`config.mk`:
```
export PLATFORM = sky130hd
export DESIGN_NAME = exp_store_table
export DESIGN_NICKNAME = d
export VERILOG_FILES = /design/src/rtl/mem_write_checker_pkg.sv /design/src/rtl/mem_write_checker_exp_store_table.sv
export SDC_FILE = /design/constraint.sdc
export NUM_CORES = 1
export LEC_CHECK = 0
export ABC_AREA = 1
export CORE_ASPECT_RATIO = 2
export CORE_UTILIZATION = 35
export CTS_BUF_LIST = sky130_fd_sc_hd__clkbuf_8
export CTS_CLUSTER_SIZE = 8
export DETAILED_ROUTE_END_ITERATION = 10
export PLACE_DENSITY_LB_ADDON = 0.1
export SLEW_MARGIN = 20
export SYNTH_ARGS = -nofsm -noshare
export SYNTH_HDL_FRONTEND = slang
export SYNTH_SLANG_ARGS = --single-unit
export TNS_END_PERCENT = 1
```
`constraint.sdc`:
```
create_clock -name clk -period 4.5 [get_ports clk]
set_clock_uncertainty 0.1 [all_clocks]
set_input_delay 1.35 -clock clk [delete_from_list [all_inputs] [get_ports clk]]
set_output_delay 1.35 -clock clk [all_outputs]
set_load 0.05 [all_outputs]
```
`src/rtl/mem_write_checker_pkg.sv`:
```
// Shared state encoding and width helper for the data-memory store checker.
package mem_write_checker_pkg;

  typedef enum logic [2:0] {
    ST_IDLE    = 3'd0,
    ST_CHECK   = 3'd1,
    ST_PASS    = 3'd2,
    ST_FAIL    = 3'd3,
    ST_TIMEOUT = 3'd4
  } state_t;

  // ceil(log2(value)), never below 1 so single-entry configs still get a real index bit
  function automatic int clog2_min1(input int value);
    int w;
    w = 0;
    while ((1 << w) < value) w++;
    return (w < 1) ? 1 : w;
  endfunction

endpackage

```
`src/rtl/mem_write_checker_exp_store_table.sv`:
```
// Purpose: expectation table of {addr, data} pairs, one sync write port, one async read port.
// Latency: write visible the cycle after wr_en; read is combinational.
// Backpressure: none, writes always accepted; storage is deliberately not reset.
module exp_store_table
  import mem_write_checker_pkg::*;
#(
  parameter int  AW    = 10,
  parameter int  DW    = 32,
  parameter int  DEPTH = 8,
  localparam int IW    = clog2_min1(DEPTH)
) (
  input  logic             clk,
  input  logic             wr_en,
  input  logic [IW-1:0]    wr_idx,
  input  logic [AW+DW-1:0] wr_dat,
  input  logic [IW-1:0]    rd_idx,
  output logic [AW+DW-1:0] rd_dat
);

  logic [AW+DW-1:0] entries [DEPTH];

  always_ff @(posedge clk) begin
    if (wr_en && (int'(wr_idx) < DEPTH)) begin
      entries[wr_idx] <= wr_dat;
    end
  end

  assign rd_dat = (int'(rd_idx) < DEPTH) ? entries[rd_idx] : '0;

endmodule

```
# After elaboration in Yosys (flattened, before gate mapping)
# Memories as Yosys holds them, arrays and structs flattened.
# Index checks and enable logic that the tools add are counted.
# totals
reg_bits,0
latchBits,0
ramBits,336
romBits,0
out_inout_bits,42
word_cells,3
memories,1
# classes
add_sub_neg,0
mul,0
n_div,0
magnitude_cmp,0
eq_ne,0
shifts,0
mux,2
n_bitwise,0
reduce_logical,0
# memory_table
name,words,word_bits,rd,rd_clocked_by_memory_dff,write_ports,line,rtl
entries,8,42,1,0,1,mem_write_checker_exp_store_table.sv:20,logic [AW+DW-1:0] entries [DEPTH];
# ops
cell,count
1-bit 2-to-1 mux,2

# Logic depth before layout (Yosys ltp)
# depth
word_depth,2
ltp_mapped,9
ltp_nobuf,6

# Least setup slack after synthesis
# OpenSTA, ideal clock, no wires.
# synth_timing
path_type,in2out
start,in rd_idx[0]
end,out rd_dat[21]
t_arrival_ns,2.365
t_required_ns,3.050
slack_ns,0.685
cell_stages,8
path_cell_list,buf_4 > buf_4 > buf_4 > nand2_1 > nand3_1 > nand2_1 > nand2_1 > nand2_1
# synth_via
elab_chain_len,1
# synth_rtl
item,line,rtl
"start, declared",mem_write_checker_exp_store_table.sv:16,"input logic [IW-1:0] rd_idx,"
memory 8 x 42 bit,--,
"end, declared",mem_write_checker_exp_store_table.sv:17,output logic [AW+DW-1:0] rd_dat
# No other way between the ends.

# Worst setup path after layout
# layout_timing
start,in rd_idx[0]
end,out rd_dat[28]
# Same word-level chain as after synthesis.

==> flow_metrics.env <==
export IMPL_p_seq_share_pct=55.5
export IMPL_antenna_violations_before_repair=1
export IMPL_io_buffer_count=91
export IMPL_cp_data_required_time_ps=3050
export IMPL_reg_largest_list="entries (336)"
export IMPL_die_x_um=147.0
export IMPL_swShare_pct=24.77
export IMPL_viasPerCell=4.478
export IMPL_max_cap_violations=0
export IMPL_die_area_um2=42930
export IMPL_cts_buffers_inserted=50
export IMPL_grt_pass1_vias=9515
export IMPL_p_leak_nw=7.748
export IMPL_synth_area_per_cell_um2=10.01
export IMPL_cts_htree_levels=2
export IMPL_cts_hold_fix_buffers=0
export IMPL_gp_routability_congestion=0.6989
export IMPL_vdd_ir_drop_max_v=0.0001852
export IMPL_synth_area_leader_cell="sky130_fd_sc_hd__edfxtp_1"
export IMPL_clock_root_buffer="sky130_fd_sc_hd__clkbuf_8"
export IMPL_yosysUniqueCellTypes=12
export IMPL_drv_slew=0
export IMPL_cts_path_max_buffers=3
export IMPL_wirelength_um=34690
export IMPL_grt_pass1_wl_um=53480
export IMPL_grt_max_degree=95
export IMPL_p_comb_share_pct=10.7
export IMPL_setup_crit_start="rd_idx[0]"
export IMPL_drt_first_pass_iters=4
export IMPL_largest_register_ff_count=336
export IMPL_ys_seq_area_share_pct=68.54
export IMPL_cts_repair_resized=0
export IMPL_cp_endpoint="rd_dat[28]"
export IMPL_clock_pin_slew_of_the_registers_on_the_worst_case_setup_and_hold_paths_ps=60
export IMPL_p_clk_share_pct=33.8
export IMPL_crit_type="in -> out"
export IMPL_period_needed_ps=4029
export IMPL_period_utilisation_layout_pct=89.53
export IMPL_drt_drc_violations_left=0
export IMPL_hp_class="in -> reg"
export IMPL_layout_area_overhead_vs_synth_pct=16.14
export IMPL_regMostFlops="entries"
export IMPL_final_nets=1626
export IMPL_setup_total_negative_slack_ps=0
export IMPL_ys_warnings_count=0
export IMPL_initial_standard_cell_utilization_of_the_core_pct=35.68
export IMPL_worst_ep_arrival_time_ps=2580
export IMPL_instance_count_of_the_mapped_netlist=1470
export IMPL_drive_gt1_share_pct=8.543
export IMPL_final_cell_utilization_of_the_core_pct=41.44
export IMPL_rows=105
export IMPL_slew_limit_headroom_pct=49.50
export IMPL_power_report_internal_total_mw=4.838
export IMPL_synth_seq_cells=336
export IMPL_worst_pin_slew_ps=755.7
export IMPL_powerDensity_nw_per_um2=376.2
export IMPL_fmaxAchievable_ghz=0.2482
export IMPL_post_route_worst_setup_slack_ps=471.0
export IMPL_syn_num_nets=1520
export IMPL_finalPower_mw=6.431
export IMPL_ios=92
export IMPL_detailedRoute_firstIterationViolations=407
export IMPL_overflow=0
export IMPL_via_count=9529
export IMPL_syn_cell_area_um2=14720
export IMPL_post_cts_setup_buffer_count=0
export IMPL_core_area_um2=41250
export IMPL_hold_violations_final=0
export IMPL_power_switching_mw=1.593
export IMPL_worstSetupEndpointType="output port"
export IMPL_startpoint_type="input port"
export IMPL_wl_per_cell_um=16.30
export IMPL_place_hpwl_um=18420
export IMPL_synth_top_cells_by_area="sky130_fd_sc_hd__edfxtp_1 (69%), sky130_fd_sc_hd__nand2_1 (14%), sky130_fd_sc_hd__inv_1 (8.7%)"
export IMPL_outcome="completed"
export IMPL_floorplan_die_height_um=292.0
export IMPL_globalRouteTotalUtil_pct=16.59
export IMPL_clock_sink_count=336
export IMPL_yosys_area_top_type_share_pct=68.54
export IMPL_ant_nets=0
export IMPL_placement_setup_worst_slack_ps=439.4
export IMPL_cts_tree="yes"
export IMPL_cp_max_fo=94
export IMPL_setup_viols_final=0
export IMPL_rsz0062_at_grt="false"
## layer usage
metal  routed length (um)  vias up  track usage [%]
met5                    0        -                0
met4                 1180        0            6.990
met3                 1436       73            2.594
met2                17710      204            29.66
met1                14360     4500            19.54
li1                     -     4752                -
## kinds of logic (layout without fill, tap and decap cells)
| family | Yosys count | count (layout) | share of synthesized area (%) |
|---|---|---|---|
| buf+inv | 406 | 528 | 11.47 |
| simple gates | 728 | 728 | 19.99 |
| flops | 336 | 336 | 68.54 |
| other cells | 0 | 1 | 0 |
## worst min-delay path by stage
stage	startpoint	to	slack [ps]	cells past startpoint
2_1_floorplan	wr_dat[0]	entries[0][0]	1350	0
3_3_place_gp	wr_dat[17]	entries[6][17]	1990	1
3_5_place_dp	wr_dat[27]	entries[7][27]	2000	1
4_1_cts	wr_dat[35]	entries[2][35]	1360	1
5_1_grt	wr_dat[16]	entries[7][16]	1390	1
6_report	wr_dat[18]	entries[1][18]	1410	1
## area by class of cell
class | count | area [um^2]
clock inverters | 17 | 93.84
inverters | 342 | 1287
clock buffers | 51 | 701.9
well taps | 535 | 669.4
diodes | 1 | 2.502
repair buffers | 118 | 1249
multi-input cells | 728 | 3003
fillers | 4001 | 24160
flip-flops and latches | 336 | 10090
## synthesized netlist by cell type
cell,n
sky130_fd_sc_hd__buf_1,2
sky130_fd_sc_hd__buf_2,33
sky130_fd_sc_hd__buf_4,6
sky130_fd_sc_hd__buf_6,13
sky130_fd_sc_hd__clkbuf_1,10
sky130_fd_sc_hd__clkinv_1,1
sky130_fd_sc_hd__edfxtp_1,336
sky130_fd_sc_hd__inv_1,340
sky130_fd_sc_hd__inv_4,1
sky130_fd_sc_hd__nand2_1,552
sky130_fd_sc_hd__nand3_1,168
sky130_fd_sc_hd__nor2_1,8
## cell usage in the layout (no fill, tap or decap), types with 5 or more instances in the layout
| cell type | netlist | final |
|---|---|---|
| sky130_fd_sc_hd__nor2_4 | 0 | 8 |
| sky130_fd_sc_hd__buf_4 | 6 | 51 |
| sky130_fd_sc_hd__clkdlybuf4s50_1 | 0 | 46 |
| sky130_fd_sc_hd__edfxtp_1 | 336 | 336 |
| sky130_fd_sc_hd__nand2_1 | 552 | 552 |
| sky130_fd_sc_hd__buf_12 | 0 | 20 |
| sky130_fd_sc_hd__nand3_1 | 168 | 168 |
| sky130_fd_sc_hd__clkbuf_8 | 0 | 51 |
| sky130_fd_sc_hd__inv_1 | 340 | 349 |
| sky130_fd_sc_hd__clkinv_1 | 1 | 5 |
## power by group through the flow
stage	sequential, mW	combinational, mW	clock [mW]
finish	3.57	0.687	2.17
global route	3.58	0.755	2.36
CTS	3.57	0.702	2.26
detailed placement	3.64	0.700	0
global placement	3.64	0.697	0
floorplan	3.64	0.427	0
## critical path, stage by stage
cell	delay (ps)
sky130_fd_sc_hd__buf_4	150
sky130_fd_sc_hd__inv_4	80
sky130_fd_sc_hd__buf_12	370
sky130_fd_sc_hd__nand2_1	110
sky130_fd_sc_hd__nand3_1	90
sky130_fd_sc_hd__nand2_1	50
sky130_fd_sc_hd__nand2_1	50
sky130_fd_sc_hd__nand2_1	100
sky130_fd_sc_hd__buf_4	210
## per-stage QoR
| step | hold slack [ps] | cells | area (um^2) |
|---|---|---|---|
| floorplan | 1349 | 1470 | 14720 |
| global placement | 1989 | 2059 | 16300 |
| detailed placement | 2001 | 2059 | 16300 |
| CTS | 1361 | 2127 | 17090 |
| global route | 1394 | 2128 | 17100 |
| finish | 1407 | 2128 | 17100 |
No activity file was read; power rests on OpenSTA's default activity.
